**src/rtl/uart16550_pkg.sv**
```systemverilog
// Shared UART 16550 types: line control, received character, receiver FSM states.
package uart16550_pkg;

  typedef enum logic [1:0] {WLS_5 = 2'b00, WLS_6 = 2'b01, WLS_7 = 2'b10, WLS_8 = 2'b11} wls_t;
  typedef enum logic {EPS_ODD = 1'b0, EPS_EVEN = 1'b1} eps_t;

  typedef struct packed {
    wls_t wls;
    logic stb;
    logic pen;
    eps_t eps;
    logic stick_parity;
  } lcr_t;

  typedef struct packed {
    logic       bi;
    logic       fe;
    logic       pe;
    logic [7:0] d;
  } rx_d_t;

  typedef enum logic [2:0] {IDLE, START, DATA, PARITY, STOP, BREAK} rx_state_t;

  localparam logic [3:0] RX_SAMPLE_TICK = 4'd7;

  // Four character times in 16x ticks: 64 * (start + data + parity + stop bits).
  function automatic logic [9:0] rx_timeout_limit(input lcr_t l);
    logic [3:0] n;
    n = 4'd7 + {2'd0, l.wls} + {3'd0, l.pen} + {3'd0, l.stb};
    return {n, 6'd0};
  endfunction

endpackage

```
**src/rtl/uart16550_sync.sv**
```systemverilog
// Multi-stage synchronizer for the asynchronous serial input; stages reset to idle-high.
// Latency STAGES cycles, no backpressure.
module uart16550_sync #(
  parameter int STAGES = 2
) (
  input  logic PCLK,
  input  logic PRESETn,
  input  logic i_d,
  output logic o_q
);

  logic [STAGES-1:0] r_q;

  always_ff @(posedge PCLK or negedge PRESETn) begin
    if (!PRESETn) r_q <= '1;
    else          r_q <= {r_q[STAGES-2:0], i_d};
  end

  assign o_q = r_q[STAGES-1];

endmodule

```
**src/rtl/uart16550_rx.sv**
```systemverilog
// UART 16550 receiver: 16x oversampled, push strobe one cycle after the stop-bit sample, no backpressure.
// Optional character timeout under UART16550_RX_TIMEOUT_EN.
module uart16550_rx
  import uart16550_pkg::*;
#(
  parameter int SYNC_STAGES = 2
) (
  input  logic  PCLK,
  input  logic  PRESETn,
  input  logic  rx_tick,
  input  logic  sin,
  input  lcr_t  lcr,
  input  logic  rx_fifo_empty,
  input  logic  rx_pop,
  output logic  rx_push,
  output rx_d_t rx_d,
  output logic  rx_busy,
  output logic  rx_timeout
);

  logic      w_rxs;
  rx_state_t r_state;
  logic [3:0] r_tick_cnt;
  logic [2:0] r_bit_cnt;
  logic [7:0] r_data;
  logic [1:0] r_wls;
  logic      r_pen, r_eps, r_stick;
  logic      r_pe, r_all_zero;
  logic      r_push, r_busy;
  rx_d_t     r_d;
  logic      w_sample, w_last_bit, w_exp_par;

  uart16550_sync #(.STAGES(SYNC_STAGES)) u_sync (
    .PCLK    (PCLK),
    .PRESETn (PRESETn),
    .i_d     (sin),
    .o_q     (w_rxs)
  );

  // The tick counter free-runs mod 16 after the start edge, so every bit is sampled at count 7.
  assign w_sample   = rx_tick && (r_tick_cnt == RX_SAMPLE_TICK);
  assign w_last_bit = (r_bit_cnt == ({1'b0, r_wls} + 3'd4));

  always_comb begin
    w_exp_par = 1'b0;
    if (r_stick)    w_exp_par = ~r_eps;
    else if (r_eps) w_exp_par = ^r_data;
    else            w_exp_par = ~^r_data;
  end

  always_ff @(posedge PCLK or negedge PRESETn) begin
    if (!PRESETn) begin
      r_state    <= IDLE;
      r_tick_cnt <= '0;
      r_bit_cnt  <= '0;
      r_data     <= '0;
      r_wls      <= '0;
      r_pen      <= 1'b0;
      r_eps      <= 1'b0;
      r_stick    <= 1'b0;
      r_pe       <= 1'b0;
      r_all_zero <= 1'b0;
      r_push     <= 1'b0;
      r_busy     <= 1'b0;
      r_d        <= '0;
    end else begin
      r_push <= 1'b0;
      if (rx_tick) r_tick_cnt <= r_tick_cnt + 4'd1;
      case (r_state)
        IDLE: begin
          r_tick_cnt <= '0;
          if (!w_rxs) r_state <= START;
        end
        START: if (w_sample) begin
          if (w_rxs) begin
            r_state <= IDLE;
          end else begin
            r_wls      <= lcr.wls;
            r_pen      <= lcr.pen;
            r_eps      <= lcr.eps;
            r_stick    <= lcr.stick_parity;
            r_data     <= '0;
            r_bit_cnt  <= '0;
            r_pe       <= 1'b0;
            r_all_zero <= 1'b1;
            r_busy     <= 1'b1;
            r_state    <= DATA;
          end
        end
        DATA: if (w_sample) begin
          r_data[r_bit_cnt] <= w_rxs;
          r_all_zero        <= r_all_zero & ~w_rxs;
          r_bit_cnt         <= r_bit_cnt + 3'd1;
          if (w_last_bit) r_state <= r_pen ? PARITY : STOP;
        end
        PARITY: if (w_sample) begin
          r_pe       <= w_rxs ^ w_exp_par;
          r_all_zero <= r_all_zero & ~w_rxs;
          r_state    <= STOP;
        end
        STOP: if (w_sample) begin
          r_push <= 1'b1;
          if (r_all_zero && !w_rxs) begin
            r_d     <= '{bi: 1'b1, fe: 1'b1, pe: 1'b0, d: 8'h00};
            r_state <= BREAK;
          end else begin
            r_d     <= '{bi: 1'b0, fe: ~w_rxs, pe: r_pe, d: r_data};
            r_busy  <= 1'b0;
            r_state <= IDLE;
          end
        end
        BREAK: if (w_rxs) begin
          r_busy  <= 1'b0;
          r_state <= IDLE;
        end
        default: r_state <= IDLE;
      endcase
    end
  end

  assign rx_push = r_push;
  assign rx_d    = r_d;
  assign rx_busy = r_busy;

`ifdef UART16550_RX_TIMEOUT_EN
  logic [9:0] r_to_cnt;
  logic       r_timeout;
  logic [9:0] w_to_limit;

  assign w_to_limit = rx_timeout_limit(lcr);

  always_ff @(posedge PCLK or negedge PRESETn) begin
    if (!PRESETn) begin
      r_to_cnt  <= '0;
      r_timeout <= 1'b0;
    end else if (r_push || rx_pop || rx_fifo_empty) begin
      r_to_cnt  <= '0;
      r_timeout <= 1'b0;
    end else if (rx_tick && (r_to_cnt < w_to_limit)) begin
      r_to_cnt <= r_to_cnt + 10'd1;
      if ((r_to_cnt + 10'd1) >= w_to_limit) r_timeout <= 1'b1;
    end
  end

  assign rx_timeout = r_timeout;
`else
  logic w_unused_to;
  assign w_unused_to = &{rx_fifo_empty, rx_pop, lcr.stb};
  assign rx_timeout  = 1'b0;
`endif

endmodule

```
**config.mk**
```make
export PLATFORM = sky130hd
export DESIGN_NAME = uart16550_rx
export DESIGN_NICKNAME = d
export VERILOG_FILES = /design/src/rtl/uart16550_pkg.sv /design/src/rtl/uart16550_sync.sv /design/src/rtl/uart16550_rx.sv
export SDC_FILE = /design/constraint.sdc
export NUM_CORES = 1
export LEC_CHECK = 0
export ABC_CLOCK_PERIOD_IN_PS = 2200
export CAP_MARGIN = 30
export CORE_MARGIN = 2
export CORE_UTILIZATION = 54
export DETAILED_ROUTE_END_ITERATION = 16
export GPL_TIMING_DRIVEN = 0
export PLACE_DENSITY = 0.74
export SLEW_MARGIN = 20
export SYNTH_ARGS = -nofsm -noshare
export SYNTH_HDL_FRONTEND = slang
export SYNTH_SLANG_ARGS = --single-unit
export TNS_END_PERCENT = 10
```
**constraint.sdc**
```tcl
create_clock -name PCLK -period 2.2 [get_ports PCLK]
set_input_delay 0.44 -clock PCLK [delete_from_list [all_inputs] [get_ports PCLK]]
set_output_delay 0.44 -clock PCLK [all_outputs]
set_load 0.005 [all_outputs]
```
==> out/summary.json, run 1 <==
{
  "run_status": "finished clean",
  "flow.area_growth_from_synthesis_pct": 18.8,
  "yosys-top-cells-area": "sky130_fd_sc_hd__dfrtp_1, sky130_fd_sc_hd__nand2_1, sky130_fd_sc_hd__mux2i_1",
  "max_cap_violations": 0,
  "max-slew-margin-rel_pct": 66.2,
  "worst_hold_slack_ns": 0.106,
  "fin_nets": 253,
  "ant_nets": 0,
  "syn_nets": 225,
  "cp_cell_sequence": "ha_1, nand4b_2, or4_1, clkbuf_1, nand2_1, o21ai_0",
  "grt_start_max_net_pins": 22,
  "clk_pin_slew_ns": 0.07,
  "synth.top_cell.area_share_pct": 47.1,
  "design.die.area_sq_mm": 0.00425,
  "timing.critical_path.buf_inv": 1,
  "share_of_flip_flops_with_an_asynchronous_set_or_reset_pct": 100,
  "synthDominantAreaCellType": "sky130_fd_sc_hd__dfrtp_1",
  "fin_crit_sh_pct": 92.4,
  "tightest_slew_ns": 0.507,
  "power.ir.vdd_worst_v": 0.000468,
  "top_library_cells_by_usage_in_the_layout_fill_and_taps_aside": "sky130_fd_sc_hd__nand2_1, sky130_fd_sc_hd__dfrtp_1, sky130_fd_sc_hd__clkdlybuf4s50_1, sky130_fd_sc_hd__o21ai_0, sky130_fd_sc_hd__nor2_1",
  "cellPowerDensity_mw_per_mm2": 759,
  "dr.pass1.iters": 4,
  "fp.dieH_microns": 65.2,
  "ff_latch_area_sq_mm": 0.00100,
  "timing.critical_path.slowest_cell_delay_ns": 0.56,
  "critical_path.top_delay_family": "simple AND/OR/NAND/NOR gates",
  "ys_ff_latch": 40,
  "dr.first_iter.drc_count": 107,
  "ios": 26,
  "number_of_global_route_vias_before_repair": 1461,
  "number_of_synthesized_flops_with_an_enable_pin": 0,
  "hp-class": "in2async",
  "synth_compound_area_share_pct": 10.8,
  "endpoint_kind": "flop",
  "post_synth_num_cell_types": 38,
  "core_area_sq_mm": 0.00363,
  "critical_path.max_fanout": 10,
  "synthesis.area_per_instance_sq_um": 9.57,
  "placement.setup.worst_slack_ns": 0.0884,
  "timing.setup.tns_ns": 0,
  "drc_errors": 0,
  "place.gp.congestion": 0.898,
  "detailed_place_hpwl_microns": 2720,
  "final.setup.worst_slack_ns": 0.168,
  "critPathRequiredTime_ns": 2.36,
  "vias_per_cell": 5.28,
  "power.total_uw": 1820,
  "dominantRegCellSynth": "sky130_fd_sc_hd__dfrtp_1",
  "total_of_fill_cells_in_the_finished_design": 318,
  "share_of_cell_area_taken_by_muxes_after_synthesis_pct": 7.74,
  "post_drt_wl_per_cell_microns": 12.6,
  "synth_xor_area_share_pct": 6.07,
  "fp.dieW_microns": 65.2,
  "worstRegToRegCells": 6,
  "cts_buffer_depth": 2,
  "synth_simple_gate_area_share_pct": 19.6,
  "startpoint_type": "flop",
  "placedInstanceArea_sq_mm": 0.00230,
  "clkSinkCount": 40,
  "cts_htree_levels": 2,
  "cts.repair_timing.setup_buffer_count": 0,
  "floorplan_row_count": 22,
  "tritoncts_clock_tree": "built",
  "antenna_found_initial": 0,
  "clock_tree.root_cell": "sky130_fd_sc_hd__clkbuf_8",
  "post_route_cells_drive_above_1_share_pct": 12.5,
  "grt_overflow_total": 0,
  "netlist_instances": 211,
  "ys.warnings.count": 0,
  "finalCriticalPeriod_ns": 2.03,
  "report.final.slew_viol_count": 0,
  "combined_area_of_the_multi_input_logic_cells_sq_um": 931,
  "final_cell_area_sq_mm": 0.00240,
  "rr_endpoint": "rx_d[4]",
  "io_buffers": 20,
  "start_util_pct": 55.6,
  "synth_top_family_by_area": "simple AND/OR/NAND/NOR gates",
  "routed-via-count": 1520,
  "final.setup_skew_ns": 0.00643,
  "synth_adder_area_share_pct": 1.24,
  "diodes": 0,
  "tritoncts.num_buffers": 5,
  "worstSetupPathDepth": 6,
  "critical_path_class": "reg2reg",
  "hold_violations": 0,
  "fmaxAchievable_ghz": 0.492,
  "r2r_setup_slack_ns": 0.17,
  "slowest_stage": "sky130_fd_sc_hd__or4_1",
  "source_to_sink_clock_delay_at_the_later_pin_of_the_worst_skew_pair_ns": 0.30,
  "mappedNetlistArea_sq_mm": 0.00202,
  "p_leak_uw": 0.00110,
  "setup-violations-final": 0,
  "endpoint_arrival_time_on_the_critical_path_ns": 2.19,
  "tot_gr_track_use_pct": 20.5,
  "unrepaired_setup_endpoints_after_global_routing": "no",
  "routed_wl_microns": 3620,
  "ys_seq_area_share_pct": 49.7,
  "final_common_cell": "sky130_fd_sc_hd__nand2_1",
  "timing.rr.start": "r_tick_cnt[0]",
  "wire_length_of_the_first_global_routing_pass_microns": 6640
}
==> stage by stage <==
stage	utilization, %	std cells
CTS	65.8	288
floorplan	-	211
finish	66.0	288
global placement	62.7	279
global route	66.0	288
detailed placement	63.4	280
==> timing repair <==
action,4_1_cts,5_1_grt
hold buffers,0,0
endpoints found under the setup margin,0,9
resized for setup,0,2
endpoints found under the hold margin,0,0
==> logic make-up (layout without fill, tap and decap cells) <==
kind of cell | Yosys count | count (layout)
simple gates | 84 | 84
flops | 40 | 40
compound gates | 35 | 35
buf+inv | 20 | 49
mux | 15 | 15
xor+xnor | 14 | 14
fa+ha+maj | 2 | 2
other cells | 1 | 1
==> worst reg2reg max path: cells and delay by family (launching register included) <==
kind	cells	cell delay [ns]
compound gates	1	0.09
fa+ha+maj	1	0.21
buf+inv	1	0.26
flops	1	0.39
simple gates	3	0.93
==> final cells by class <==
type                       instances  area share, %
buffer                            15           3.08
inverter                           5          0.782
tap                               48           2.50
timing repair buffer              21           9.28
multi-input combinational        151           38.8
clock buffer                       8           3.75
sequential                        40           41.8
==> flip-flops by register name, summed over array words and instances (netlist names), 2 cells and up <==
register	count
u_sync.r_q	2
r_data	8
r_bit_cnt	3
r_tick_cnt	4
r_wls	2
r_state	3
rx_d	11
==> how the worst max path moves through the flow <==
stage,startpoint,to,slack (ns)
after floorplan,rx_tick,r_pe,0.43
after global placement,PRESETn,rx_d[2],-0.27
after detailed placement,rx_tick,r_pe,0.09
after CTS,r_tick_cnt[0],r_pe,0.09
after global routing,r_tick_cnt[0],rx_d[1],0.03
final,r_tick_cnt[0],rx_d[4],0.17
==> cell usage after synthesis, types with 5 or more instances <==
library cell and instances:
sky130_fd_sc_hd__xnor2_1 9, sky130_fd_sc_hd__mux2_2 5, sky130_fd_sc_hd__buf_2 5, sky130_fd_sc_hd__mux2i_1 10, sky130_fd_sc_hd__inv_1 5, sky130_fd_sc_hd__a21oi_1 7
sky130_fd_sc_hd__clkbuf_1 8, sky130_fd_sc_hd__dfrtp_1 38, sky130_fd_sc_hd__xor2_1 5, sky130_fd_sc_hd__o21ai_0 17, sky130_fd_sc_hd__nand2_1 44, sky130_fd_sc_hd__nor2_1 13
sky130_fd_sc_hd__nand3_1 6
==> power breakdown <==
part / internal (uW) / switching (uW)
Sequential: 822 / 64.2
Clock: 256 / 242
Combinational: 190 / 248
Total: 1270 / 555
==> per-layer routing <==
| metal | GRT usage, % | up-vias | share of wire (%) |
|---|---|---|---|
| li1 | - | 768 | - |
| met5 | 0 | - | 0 |
| met4 | 11.7 | 0 | 2.6 |
| met2 | 31.1 | 32 | 45 |
| met1 | 28.4 | 713 | 48 |
| met3 | 3.08 | 7 | 4.0 |
Note: power is estimated with default switching activity, not from simulation.
==> run 2, diff against run 1 <==
--- a/config.mk
+++ b/config.mk
@@ -6,9 +6,10 @@
 export NUM_CORES = 1
 export LEC_CHECK = 0
 export ABC_CLOCK_PERIOD_IN_PS = 2200
-export CAP_MARGIN = 30
+export CAP_MARGIN = 10
 export CORE_MARGIN = 2
 export CORE_UTILIZATION = 54
+export CTS_CLUSTER_DIAMETER = 30
 export DETAILED_ROUTE_END_ITERATION = 16
 export GPL_TIMING_DRIVEN = 0
 export PLACE_DENSITY = 0.74
==> results of run 2 <==
The final DEF is identical to that of run 1; final timing and power are the same.
==> run 3, diff against run 2 <==
--- a/config.mk
+++ b/config.mk
@@ -8,11 +8,12 @@
 export ABC_CLOCK_PERIOD_IN_PS = 2200
 export CAP_MARGIN = 10
 export CORE_MARGIN = 2
-export CORE_UTILIZATION = 54
+export CORE_UTILIZATION = 57
+export CTS_BUF_LIST = sky130_fd_sc_hd__clkbuf_4
 export CTS_CLUSTER_DIAMETER = 30
 export DETAILED_ROUTE_END_ITERATION = 16
 export GPL_TIMING_DRIVEN = 0
-export PLACE_DENSITY = 0.74
+export PLACE_DENSITY = 0.78
 export SLEW_MARGIN = 20
 export SYNTH_ARGS = -nofsm -noshare
 export SYNTH_HDL_FRONTEND = slang
==> out/summary.json, run 3 (same netlist as run 1, synthesis figures left out) <==
{
  "run_status": {"value": "finished clean", "change": "unchanged"},
  "p_leak": {"value": 0.00108, "unit": "uW", "change": "was 0.00110 uW"},
  "grt_start_max_net_pins": {"value": 22, "change": "unchanged"},
  "diodes": {"value": 0, "change": "unchanged"},
  "clockPowerShare": {"value": 20.7, "unit": "%", "change": "was 27.3%"},
  "fp.dieW": {"value": 63.5, "unit": "microns", "change": "was 65.2 microns"},
  "endpoint_kind": {"value": "flop", "change": "unchanged"},
  "final_cell_area": {"value": 0.00236, "unit": "sq mm", "change": "was 0.00240 sq mm"},
  "sequentialPowerShare": {"value": 52.5, "unit": "%", "change": "was 48.7%"},
  "report.final.slew_viol_count": {"value": 0, "change": "unchanged"},
  "placedInstanceArea": {"value": 0.00230, "unit": "sq mm", "change": "about the same"},
  "design.die.area": {"value": 0.00403, "unit": "sq mm", "change": "was 0.00425 sq mm"},
  "endpoint_arrival_time_on_the_critical_path": {"value": 2.25, "unit": "ns", "change": "was 2.19 ns"},
  "post_drt_wl_per_cell": {"value": 13.4, "unit": "microns", "change": "was 12.6 microns"},
  "power.net_switching": {"value": 561, "unit": "uW", "change": "was 555 uW"},
  "wire_length_of_the_first_global_routing_pass": {"value": 6820, "unit": "microns", "change": "was 6640 microns"},
  "hold_violations": {"value": 0, "change": "unchanged"},
  "fp.dieH": {"value": 63.5, "unit": "microns", "change": "was 65.2 microns"},
  "critical_path.max_fanout": {"value": 10, "change": "unchanged"},
  "io_buffers": {"value": 20, "change": "unchanged"},
  "finalCriticalPeriod": {"value": 2.02, "unit": "ns", "change": "was 2.03 ns"},
  "max_cap_violations": {"value": 0, "change": "unchanged"},
  "setup-violations-final": {"value": 0, "change": "unchanged"},
  "detailed_place_hpwl": {"value": 2890, "unit": "microns", "change": "was 2720 microns"},
  "drc_errors": {"value": 0, "change": "unchanged"},
  "fin_nets": {"value": 253, "change": "unchanged"},
  "cts_htree_levels": {"value": 2, "change": "unchanged"},
  "ios": {"value": 26, "change": "unchanged"},
  "vias_per_cell": {"value": 5.42, "change": "was 5.28"},
  "cts.repair_timing.setup_buffer_count": {"value": 0, "change": "unchanged"},
  "final_common_cell": {"value": "sky130_fd_sc_hd__nand2_1", "change": "unchanged"},
  "internal_power": {"value": 1130, "unit": "uW", "change": "was 1270 uW"},
  "tot_gr_track_use": {"value": 21.5, "unit": "%", "change": "was 20.5%"},
  "fmaxAchievable": {"value": 0.495, "unit": "GHz", "change": "was 0.492 GHz"},
  "clock_tree.root_cell": {"value": "sky130_fd_sc_hd__clkbuf_4", "change": "was sky130_fd_sc_hd__clkbuf_8"},
  "hp-class": {"value": "in2async", "change": "unchanged"},
  "power.combinational.fraction": {"value": 26.9, "unit": "%", "change": "was 24.0%"},
  "grt_overflow_total": {"value": 0, "change": "unchanged"},
  "critical_path_class": {"value": "reg2reg", "change": "unchanged"},
  "source_to_sink_clock_delay_at_the_later_pin_of_the_worst_skew_pair": {"value": 0.35, "unit": "ns", "change": "was 0.30 ns"},
  "routed_wl": {"value": 3830, "unit": "microns", "change": "was 3620 microns"},
  "antenna_found_initial": {"value": 0, "change": "unchanged"},
  "switching_part_of_the_total_power": {"value": 33.2, "unit": "%", "change": "was 30.4%"},
  "dr.first_iter.drc_count": {"value": 73, "change": "was 107"},
  "total_of_fill_cells_in_the_finished_design": {"value": 280, "change": "was 318"},
  "dr.pass1.iters": {"value": 4, "change": "unchanged"},
  "critPathRequiredTime": {"value": 2.43, "unit": "ns", "change": "was 2.36 ns"},
  "power.ir.vdd_worst": {"value": 0.000543, "unit": "V", "change": "was 0.000468 V"},
  "final.setup_skew": {"value": 0.0144, "unit": "ns", "change": "was 0.00643 ns"},
  "ff_latch_area": {"value": 0.00100, "unit": "sq mm", "change": "unchanged"},
  "flow.area_growth_from_synthesis": {"value": 16.7, "unit": "%", "change": "was 18.8%"},
  "instances_no_fill": {"value": 285, "change": "was 288"},
  "clk_pin_slew": {"value": 0.12, "unit": "ns", "change": "was 0.07 ns"},
  "clkSinkCount": {"value": 40, "change": "unchanged"},
  "place.gp.congestion": {"value": 0.964, "change": "was 0.898"},
  "post_route_cells_drive_above_1_share": {"value": 13.0, "unit": "%", "change": "was 12.5%"},
  "cts_buffer_depth": {"value": 2, "change": "unchanged"},
  "core_area": {"value": 0.00336, "unit": "sq mm", "change": "was 0.00363 sq mm"},
  "top_library_cells_by_usage_in_the_layout_fill_and_taps_aside": {"value": "sky130_fd_sc_hd__nand2_1, sky130_fd_sc_hd__dfrtp_1, sky130_fd_sc_hd__clkdlybuf4s50_1, sky130_fd_sc_hd__o21ai_0, sky130_fd_sc_hd__nor2_1", "change": "unchanged"},
  "tritoncts.num_buffers": {"value": 5, "change": "unchanged"},
  "tritoncts_clock_tree": {"value": "built", "change": "unchanged"},
  "fin_crit_sh": {"value": 91.9, "unit": "%", "change": "was 92.4%"},
  "floorplan_row_count": {"value": 21, "change": "was 22"},
  "largest_reg_flops": {"value": 11, "change": "unchanged"},
  "routed-via-count": {"value": 1545, "change": "was 1,520"},
  "cellPowerDensity": {"value": 717, "unit": "mW/mm^2", "change": "was 759 mW/mm^2"},
  "number_of_global_route_vias_before_repair": {"value": 1595, "change": "was 1,461"},
  "place.detailed.instances": {"value": 278, "change": "was 280"},
  "combined_area_of_the_multi_input_logic_cells": {"value": 931, "unit": "sq um", "change": "unchanged"},
  "ant_nets": {"value": 0, "change": "unchanged"},
  "start_util": {"value": 60.0, "unit": "%", "change": "was 55.6%"},
  "power.total": {"value": 1690, "unit": "uW", "change": "was 1820 uW"},
  "startpoint_type": {"value": "flop", "change": "unchanged"}
}
==> run 3: changes by cell type in the layout (fill, tap and decap cells not counted), sizes merged <==
cell / delta
clkbuf: -3
clkinv: +1
clkinvlp: +1
==> run 3: path summary, 6_finish.rpt <==
| check | depth (start not counted) | start | slack (ns) | end |
|---|---|---|---|---|
| worst min register to register | 0 | u_sync.r_q[0] | 0.36 | u_sync.r_q[1] |
| max in group asynchronous | 2 | PRESETn | 1.62 | u_sync.r_q[0] |
| min in group PCLK | 0 | u_sync.r_q[0] | 0.36 | u_sync.r_q[1] |
| worst min-delay path | 1 | PRESETn | 0.03 | r_bit_cnt[1] |
| worst max register to register | 6 | r_tick_cnt[0] | 0.18 | rx_d[2] |
| worst max-delay path | 6 | r_tick_cnt[0] | 0.18 | rx_d[2] |
==> run 3: metrics by stage <==
stage | TNS (ns) | hold slack, ns | utilization, % | worst slack [ns]
5_1_grt | -0.00183 | 0.0380 | 70.1 | -0.00183
3_3_place_gp | -6.51 | 0.345 | 67.7 | -0.173
6_report | 0 | 0.0301 | 70.1 | 0.178
4_1_cts | 0 | 0.0366 | 69.9 | 0.115
3_5_place_dp | 0 | 0.347 | 68.4 | 0.129
2_1_floorplan | 0 | 0.144 | - | 0.427
==> run 3: power by group through the flow <==
stage	logic, uW	clock network, uW	registers, uW
2_1_floorplan	331	0	883
3_3_place_gp	418	0	893
3_5_place_dp	443	0	901
4_1_cts	446	355	887
5_1_grt	506	394	898
6_report	454	349	886
==> run 3: final cells by class <==
| type | count | area share (%) |
|---|---|---|
| inverters | 5 | 0.796 |
| clock buffers | 5 | 1.59 |
| flip-flops and latches | 40 | 42.6 |
| plain buffers | 15 | 3.13 |
| repair buffers | 21 | 9.45 |
| multi-input cells | 151 | 39.5 |
| well taps | 46 | 2.44 |
| clock inverters | 2 | 0.531 |
==> run 3: what timing repair did <==
item                                    CTS  global route
hold buffers                              0             0
endpoints found under the setup margin    0             3
gates resized for setup                   0             2
==> run 3: layer usage <==
layer | global-route usage (%) | vias to the layer above | part of all wire (%)
met3 | 5.00 | 7 | 5.1
met2 | 37.6 | 51 | 49
met1 | 26.1 | 721 | 44
met4 | 6.52 | 0 | 1.2
li1 | - | 766 | -
met5 | 0 | - | 0
==> run 3: worst max-delay path, stage by stage, from the launching register on <==
cell                       delay, ns
sky130_fd_sc_hd__dfrtp_1        0.42
sky130_fd_sc_hd__ha_1           0.22
sky130_fd_sc_hd__nand4b_2       0.25
sky130_fd_sc_hd__or4_1          0.56
sky130_fd_sc_hd__clkbuf_1       0.25
sky130_fd_sc_hd__nand2_1        0.11
sky130_fd_sc_hd__o21ai_0        0.08
